<file path="config.mk">
export PLATFORM = sky130hd
export DESIGN_NAME = read_side_fwft_flat
export DESIGN_NICKNAME = d
export VERILOG_FILES = /design/src/rtl/fifo_pkg.sv /design/src/rtl/read_side_fwft_if.sv /design/src/rtl/read_side_fwft_read_empty.sv /design/src/rtl/read_side_fwft.sv /design/src/flat_wrapper.sv
export SDC_FILE = /design/constraint.sdc
export NUM_CORES = 1
export LEC_CHECK = 0
export CAP_MARGIN = 5
export CORE_MARGIN = 3
export CORE_UTILIZATION = 52
export CTS_CLUSTER_SIZE = 10
export DETAILED_ROUTE_END_ITERATION = 7
export GPL_TIMING_DRIVEN = 0
export HOLD_SLACK_MARGIN = 0.05
export PLACE_DENSITY_LB_ADDON = 0.25
export SYNTH_ARGS = -nofsm -noshare
export SYNTH_HDL_FRONTEND = slang
export SYNTH_HIERARCHICAL = 1
export SYNTH_SLANG_ARGS = --single-unit
</file>
<file path="constraint.sdc">
create_clock -name read_clk -period 6.9 [get_ports read_clk]
set_input_delay 1.725 -clock read_clk [delete_from_list [all_inputs] [get_ports read_clk]]
set_output_delay 1.725 -clock read_clk [all_outputs]
set_load 0.02 [all_outputs]
</file>
<file path="src/rtl/fifo_pkg.sv">
// Shared types and helpers for the dual-clock FIFO read side.
package fifo_pkg;

  // Occupancy of the 2-entry first-word-fall-through output buffer.
  typedef enum logic [1:0] {
    EMPTY = 2'd0,
    ONE   = 2'd1,
    TWO   = 2'd2
  } buf_state_t;

  // Pointers carry one extra lap bit above the memory address.
  function automatic int unsigned pointer_width(input int unsigned address_size);
    return address_size + 1;
  endfunction

endpackage

</file>
<file path="src/rtl/read_side_fwft_if.sv">
// Valid/ready output handshake of the read side.
interface read_side_fwft_if #(
  parameter int unsigned data_width = 8
);
  logic                  out_valid;
  logic                  out_ready;
  logic [data_width-1:0] out_data;

  modport master (output out_valid, output out_data, input out_ready);
  modport slave  (input out_valid, input out_data, output out_ready);
endinterface

</file>
<file path="src/rtl/read_side_fwft_read_empty.sv">
// Read pointer and registered empty / fill-level / almost-empty flags.
module read_empty
  import fifo_pkg::*;
#(
  parameter int unsigned address_size       = 4,
  parameter int unsigned almost_empty_level = 2
) (
  input  logic                                     read_clk,
  input  logic                                     rreset_n,
  input  logic                                     read_inc,
  input  logic [pointer_width(address_size)-1:0]   write_pointer_s,
  output logic [pointer_width(address_size)-1:0]   read_pointer,
  output logic                                     read_empty,
  output logic [pointer_width(address_size)-1:0]   fill_level,
  output logic                                     almost_empty
);

  localparam int unsigned PW = pointer_width(address_size);

  logic [PW-1:0] read_pointer_next;
  logic [PW-1:0] fill_next;

  // Next pointer and the fill it leaves behind, both wrapping modulo 2**PW.
  always_comb begin
    read_pointer_next = read_pointer + PW'(read_inc);
    fill_next         = write_pointer_s - read_pointer_next;
  end

  // Pointer and flags updated together so a write advance and a read land in one update.
  always_ff @(posedge read_clk or negedge rreset_n) begin
    if (!rreset_n) begin
      read_pointer <= '0;
      read_empty   <= 1'b1;
      fill_level   <= '0;
      almost_empty <= 1'b1;
    end else begin
      read_pointer <= read_pointer_next;
      read_empty   <= (read_pointer_next == write_pointer_s);
      fill_level   <= fill_next;
      almost_empty <= (fill_next <= PW'(almost_empty_level));
    end
  end

endmodule

</file>
<file path="src/rtl/read_side_fwft.sv">
// Read-side FIFO controller: memory read credit logic and 2-entry FWFT output buffer.
module read_side_fwft
  import fifo_pkg::*;
#(
  parameter int unsigned address_size       = 4,
  parameter int unsigned data_width         = 8,
  parameter int unsigned almost_empty_level = 2
) (
  input  logic                                     read_clk,
  input  logic                                     rreset_n,
  input  logic [pointer_width(address_size)-1:0]   write_pointer_s,
  output logic [pointer_width(address_size)-1:0]   read_pointer,
  output logic [address_size-1:0]                  read_address,
  output logic                                     read_en,
  input  logic [data_width-1:0]                    read_data_mem,
  output logic                                     read_empty,
  output logic [pointer_width(address_size)-1:0]   fill_level,
  output logic                                     almost_empty,
  read_side_fwft_if.master                         fwft
);

  buf_state_t            state;
  buf_state_t            state_next;
  logic                  inflight;
  logic [data_width-1:0] head;
  logic [data_width-1:0] skid;
  logic [data_width-1:0] head_next;
  logic [data_width-1:0] skid_next;
  logic                  pop;
  logic [1:0]            occupancy;

  assign fwft.out_valid = (state != EMPTY);
  assign fwft.out_data  = head;
  assign read_address   = read_pointer[address_size-1:0];

  // Fetch only while buffered plus in-flight words stay within the two buffer slots.
  always_comb begin
    pop       = fwft.out_valid & fwft.out_ready;
    occupancy = 2'(state) + 2'(inflight);
    read_en   = ~read_empty & ((occupancy < 2'd2) | pop);
  end

  read_empty #(
    .address_size       (address_size),
    .almost_empty_level (almost_empty_level)
  ) u_read_empty (
    .read_clk        (read_clk),
    .rreset_n        (rreset_n),
    .read_inc        (read_en),
    .write_pointer_s (write_pointer_s),
    .read_pointer    (read_pointer),
    .read_empty      (read_empty),
    .fill_level      (fill_level),
    .almost_empty    (almost_empty)
  );

  // Buffer state, data registers and the in-flight marker for the 1-cycle memory latency.
  always_ff @(posedge read_clk or negedge rreset_n) begin
    if (!rreset_n) begin
      state    <= EMPTY;
      inflight <= 1'b0;
      head     <= '0;
      skid     <= '0;
    end else begin
      state    <= state_next;
      inflight <= read_en;
      head     <= head_next;
      skid     <= skid_next;
    end
  end

  // Place arriving words and retire popped ones, preserving order head-then-skid.
  always_comb begin
    state_next = state;
    head_next  = head;
    skid_next  = skid;
    unique case (state)
      EMPTY: begin
        if (inflight) begin
          head_next  = read_data_mem;
          state_next = ONE;
        end
      end
      ONE: begin
        if (inflight && pop) begin
          head_next = read_data_mem;
        end else if (inflight) begin
          skid_next  = read_data_mem;
          state_next = TWO;
        end else if (pop) begin
          state_next = EMPTY;
        end
      end
      TWO: begin
        if (pop) begin
          head_next = skid;
          if (inflight) begin
            skid_next = read_data_mem;
          end else begin
            state_next = ONE;
          end
        end
      end
      default: state_next = EMPTY;
    endcase
  end

endmodule

</file>
<file path="src/flat_wrapper.sv">
// flat-port wrapper written by rule: the top's interface ports become plain ports
module read_side_fwft_flat import fifo_pkg::*;
#(
  parameter int unsigned address_size       = 4,
  parameter int unsigned data_width         = 8,
  parameter int unsigned almost_empty_level = 2
)
  (read_clk, rreset_n, write_pointer_s, read_pointer, read_address, read_en, read_data_mem, read_empty, fill_level, almost_empty, fwft_out_valid, fwft_out_data, fwft_out_ready);
  read_side_fwft_if #(.data_width(data_width)) fwft_i ();
  input  logic read_clk;
  input  logic rreset_n;
  input  logic [pointer_width(address_size)-1:0] write_pointer_s;
  output logic [pointer_width(address_size)-1:0] read_pointer;
  output logic [address_size-1:0] read_address;
  output logic read_en;
  input  logic [data_width-1:0] read_data_mem;
  output logic read_empty;
  output logic [pointer_width(address_size)-1:0] fill_level;
  output logic almost_empty;
  output wire logic [$bits(fwft_i.out_valid)-1:0] fwft_out_valid;
  output wire logic [$bits(fwft_i.out_data)-1:0] fwft_out_data;
  input wire logic [$bits(fwft_i.out_ready)-1:0] fwft_out_ready;
  assign fwft_out_valid = fwft_i.out_valid;
  assign fwft_out_data = fwft_i.out_data;
  assign fwft_i.out_ready = fwft_out_ready;
  read_side_fwft #(.address_size(address_size), .data_width(data_width), .almost_empty_level(almost_empty_level)) u_core (.read_clk(read_clk), .rreset_n(rreset_n), .write_pointer_s(write_pointer_s), .read_pointer(read_pointer), .read_address(read_address), .read_en(read_en), .read_data_mem(read_data_mem), .read_empty(read_empty), .fill_level(fill_level), .almost_empty(almost_empty), .fwft(fwft_i));
endmodule
</file>
==> results of run 1 <==
==> power groups by stage <==
stage	clock [uW]	sequential, uW	combinational, uW
final	120	346	840
after global routing	133	358	893
after detailed placement	0	349	834
after CTS	124	347	839
after floorplan	0	409	507
after global placement	0	341	805
==> registers in the layout (all words and copies together) (netlist names) <==
register and flops:
u_core/fwft.out_data 8, u_core/inflight 1, u_core/skid 8, u_core/state 2
u_core/u_read_empty/almost_empty 1, u_core/u_read_empty/fill_level 5, u_core/u_read_empty/read_empty 1, u_core/u_read_empty/read_pointer 5
==> cell type report <==
cell class | count | area [um^2] | share of cell area
Buffer | 6 | 52.6 | 0.0237
Clock buffer | 8 | 68.8 | 0.0311
Inverter | 8 | 32.5 | 0.0147
Multi-Input combinational cell | 77 | 791 | 0.357
Sequential cell | 31 | 778 | 0.352
Tap cell | 42 | 52.6 | 0.0237
Timing Repair Buffer | 42 | 438 | 0.198
==> cells by family after synthesis <==
family                   share of synthesized area
buffers and inverters                       0.0514
AO/OA/AOI/OAI                               0.0817
adder cells (fa/ha/maj)                     0.0378
XOR/XNOR                                    0.0726
AND/OR/NAND/NOR                             0.0862
flip-flops                                   0.471
multiplexers                                 0.200
==> Yosys cell counts <==
cell,number
buf_4,4
nand2_1,4
dfstp_2,2
mux2_2,6
xnor2_1,7
xor2_2,1
nor2b_2,1
a21boi_0,1
mux2_1,2
dfrtp_1,29
and3b_1,1
xnor2_2,1
mux2_4,16
nor3b_2,1
a2111oi_0,1
a2111oi_4,1
inv_1,7
nor4_1,2
nand3_1,7
nor2_1,1
nor4_2,1
buf_6,2
ha_1,5
xor2_1,3
nor2b_4,1
nand2b_1,1
o22ai_1,2
o21ai_0,2
a211oi_2,1
a21oi_1,3
nand3b_1,1
or2_2,1
o21ai_4,2
inv_4,1
o32ai_1,1
==> layer usage <==
layer | up-vias | GRT usage
met1 | 565 | 0.216
met3 | 4 | 0.0540
met5 | - | 0
met2 | 39 | 0.349
met4 | 0 | 0.0799
li1 | 521 | -
==> metrics by stage <==
| step | hold WS, ns | setup slack (ns) | cell area, um^2 | total power [uW] | std cells |
|---|---|---|---|---|---|
| 4_1_cts | 0.521 | 1.82 | 2210 | 1310 | 214 |
| 3_5_place_dp | 0.499 | 1.83 | 2140 | 1180 | 206 |
| 6_report | 0.521 | 1.84 | 2210 | 1310 | 214 |
| 3_3_place_gp | 0.474 | 1.85 | 2120 | 1150 | 205 |
| 2_1_floorplan | 0.464 | 2.78 | 1650 | 916 | 122 |
| 5_1_grt | 0.534 | 1.74 | 2210 | 1380 | 214 |
==> worst max-delay path: stages <==
cell,delay (ns)
clkdlybuf4s50_1,0.58
inv_1,0.08
a21oi_1,0.28
clkdlybuf4s50_1,0.67
==> path summary, 6_finish.rpt <==
path | from | to
max | fwft_out_ready | read_en
min | u_core/skid[2] | u_core/skid[2]
max reg2reg | u_core/state[0] | u_core/u_read_empty/almost_empty
min reg2reg | u_core/skid[2] | u_core/skid[2]
max in group asynchronous | rreset_n | u_core/u_read_empty/read_empty
min in group asynchronous | rreset_n | u_core/fwft.out_data[3]
==> reports/metrics.csv, run 1 <==
metric,value,unit
die_x,62.4,um
yosysTopAreaCell,dfrtp_1,
fp-row-count,19,
wl_met1,1.36,mm
slew_violations,0,
cts_buffer_depth,2,
ctsResizeCount,0,
cts.clk_slew.worst_paths,0.09,ns
wire_per_inst,16.0,um
diodes,0,
ant_nets,0,
fin_nets,192,
finalSetupViolations,0,
clock_skew,0.00863,ns
combPwrFrac,0.643,
die_height,62.4,um
gp_congestion,0.995,
grt_pass1_wl,5.96,mm
synth_top_area_frac,0.439,
dp_hpwl,2.58,mm
synth_warnings,6,
first_pass_iters,4,
synth-seq-area-share,0.470,
drt_iter0_drc,68,
grt_start_max_net_pins,20,
synth_cells,122,
grt_pass1_vias,1214,
synth_cell_type_count,35,
r2r_slack,3.77,ns
ctsRootBufferMaster,clkbuf_4,
p_clk_frac,0.092,
track_usage,0.195,
nFillCells,188,
final_common_cell,clkdlybuf4s50_1,
hp-class,flip-flop to flip-flop,
clk_latency,0.32,ns
p_leak,0.000954,uW
p_sw_frac,0.419,
grt_antenna_before_repair,0,
max_freq,0.198,GHz
cts_sinks,31,
rsz0062_at_grt,false,
wl_met2,1.83,mm
maxCapViolCount,0,
p_int,758,uW
dr_wl_met3,197,um
syn_to_final_growth,33.8,%
startpoint_type,input port,
highest_layer,met4,
htree_levels,2,
totalWireLength,3.42,mm
avgSynthCellArea,13.6,um^2
synthTopCellsByArea,"dfrtp_1 44%, mux2_4 15%, mux2_2 4.1%",
cp.arrival,3.34,ns
core,2900,um^2
netlist_area,1650,um^2
seq_power_share,0.265,
powerDensity,590,nW/um^2
period_minus_slack,5.06,ns
initial_core_util,0.570,
post_cts_buffers,0,
portBuffers,41,
reg2regPathDepth,13,
final.period_utilization,0.734,
status,completed,
cts_hold_buf,0,
ys_seq_elements,31,
power.switching,548,uW
globalRouteOverflowTotal,0,
cts_tree,built,
tightest_slew,0.722,ns
mostFrequentLayoutCells,"41 x clkdlybuf4s50_1, 29 x dfrtp_1, 16 x mux2_4",
whs_path_depth,1,
drive_gt1_frac,0.291,
utilization,0.763,
crit_required,5.18,ns
final-hold-violation-count,0,
ir_worst_vdd,0.000356,V
vias_per_cell,5.28,
boundaryPins,42,
drcViolationCount,0,
path_class,input port to primary output,
dieArea,3890,um^2
syn_nets,143,
max_slew_margin,0.517,
num_vias,1129,
cp_max_fo,5,
cts_buffers,5,
end_kind,primary output,
setup_tns,0,ns
Note: power is estimated with default switching activity, not from simulation.
==> run 2, diff against run 1 <==
- CORE_UTILIZATION: 52 -> 44
- clock period: 6.9 -> 4.1 ns (I/O delays scaled with it)
==> reports/metrics.csv, run 2 (same netlist as run 1, synthesis figures left out) <==
metric,value,unit
status,completed,
final_common_cell,clkdlybuf4s50_1,
drive_gt1_frac,0.302,
wire_per_inst,13.9,um
globalRouteOverflowTotal,0,
dp_hpwl,2.35,mm
design_area,2270,um^2
num_vias,1112,
drt_iter0_drc,35,
core,3470,um^2
cp_max_fo,6,
final.period_utilization,0.915,
cts_tree,built,
cts_buffer_depth,2,
ant_nets,0,
cts_sinks,31,
final-hold-violation-count,0,
startpoint_type,input port,
first_pass_iters,4,
period_minus_slack,3.75,ns
track_usage,0.157,
drcViolationCount,0,
grt_start_max_net_pins,22,
clock_skew,0.00382,ns
diodes,0,
tightest_slew,0.606,ns
portBuffers,41,
initial_core_util,0.477,
slew_violations,0,
grt_pass1_wl,5.35,mm
max_slew_margin,0.594,
cp.arrival,3.94,ns
grt_antenna_before_repair,0,
die_x,67.3,um
crit_required,4.29,ns
p_leak,0.000978,uW
boundaryPins,42,
setup_tns,0,ns
vias_per_cell,5.10,
cts_hold_buf,0,
dpl.cell_count,210,
grt_pass1_vias,1188,
finalSetupViolations,0,
die_height,67.3,um
fp-row-count,21,
hp-class,flip-flop to flip-flop,
dieArea,4530,um^2
dpl_cell_area,2150,um^2
end_kind,flip-flop,
powerDensity,1000,nW/um^2
max_freq,0.266,GHz
fin_cells,218,
ctsRootBufferMaster,clkbuf_8,
ir_worst_vdd,0.000560,V
path_class,input port to flip-flop,
cts.clk_slew.worst_paths,0.06,ns
fin_nets,192,
totalWireLength,3.04,mm
mostFrequentLayoutCells,"41 x clkdlybuf4s50_1, 29 x dfrtp_1, 16 x mux2_4",
clk_latency,0.27,ns
htree_levels,2,
maxCapViolCount,0,
power,2270,uW
gp_congestion,0.820,
rsz0062_at_grt,false,
syn_to_final_growth,37.4,%
cts_buffers,5,
[run 2: cell types whose count changed in the layout (fill, tap and decap cells not counted)]
cell and change:
nor4_1 -1, nor4_2 +1, clkinv_2 +1, clkbuf_8 +4
clkbuf_1 -1, clkbuf_4 -5, bufinv_16 +1
[run 2: routing by layer]
| layer | routed length, um | global-route usage |
|---|---|---|
| met1 | 1250 | 0.185 |
| met2 | 1580 | 0.267 |
| met3 | 179 | 0.0499 |
| met4 | 26 | 0.0557 |
| met5 | 0 | 0 |
[run 2: final timing paths]
kind                                      start                                  end  slack (ns)  cells past startpoint
min in group asynchronous              rreset_n  u_core/u_read_empty/read_pointer[0]        1.13                      1
worst min register to register   u_core/skid[3]                       u_core/skid[3]        0.50                      1
worst min-delay path             u_core/skid[3]                       u_core/skid[3]        0.50                      1
worst max register to register  u_core/inflight     u_core/u_read_empty/almost_empty        1.04                     13
worst max-delay path             fwft_out_ready     u_core/u_read_empty/almost_empty        0.35                     13
max in group asynchronous              rreset_n     u_core/u_read_empty/almost_empty        2.38                      2
[run 2: area by class of cell]
cell class | instances | area, um^2
repair buffers | 42 | 438
well taps | 46 | 57.6
fillers | 285 | 1190
clock buffers | 6 | 82.6
multi-input cells | 77 | 797
flip-flops and latches | 31 | 778
clock inverters | 2 | 35.0
plain buffers | 6 | 52.6
inverters | 8 | 32.5
[run 2: report_power, final]
part | internal, uW | switching (uW) | leakage (uW)
registers | 475 | 102 | 0.000361
logic | 701 | 694 | 0.000556
clock network | 196 | 106 | 0.0000612
total | 1370 | 901 | 0.000978
[run 2: repair_timing]
item                       CTS  global route
setup endpoints to repair    0             1
buffers inserted             0             0
resized for setup            0             1
[run 2: worst max-delay path: stages]
cell and delay, ns:
clkdlybuf4s50_1 0.58, inv_1 0.09, a21oi_1 0.26, ha_1 0.26
nand3_1 0.10, xnor2_1 0.19, inv_1 0.07, ha_1 0.38
inv_1 0.16, o32ai_1 0.43, nor4_2 0.07, xnor2_1 0.16
a211oi_2 0.17
[run 2: stage by stage]
stage / setup WS (ns) / hold slack (ns) / util
floorplan: 0.681 / 0.464 / -
global placement: 0.0691 / 0.474 / 0.612
detailed placement: -0.00187 / 0.491 / 0.620
CTS: 0.268 / 0.505 / 0.654
global route: 0.0210 / 0.527 / 0.655
finish: 0.347 / 0.502 / 0.655
==> run 3, diff against run 2 <==
- ABC_CLOCK_PERIOD_IN_PS: default -> 4100
==> results of run 3 <==
No change in the layout: final DEF, timing and power equal those of run 2.
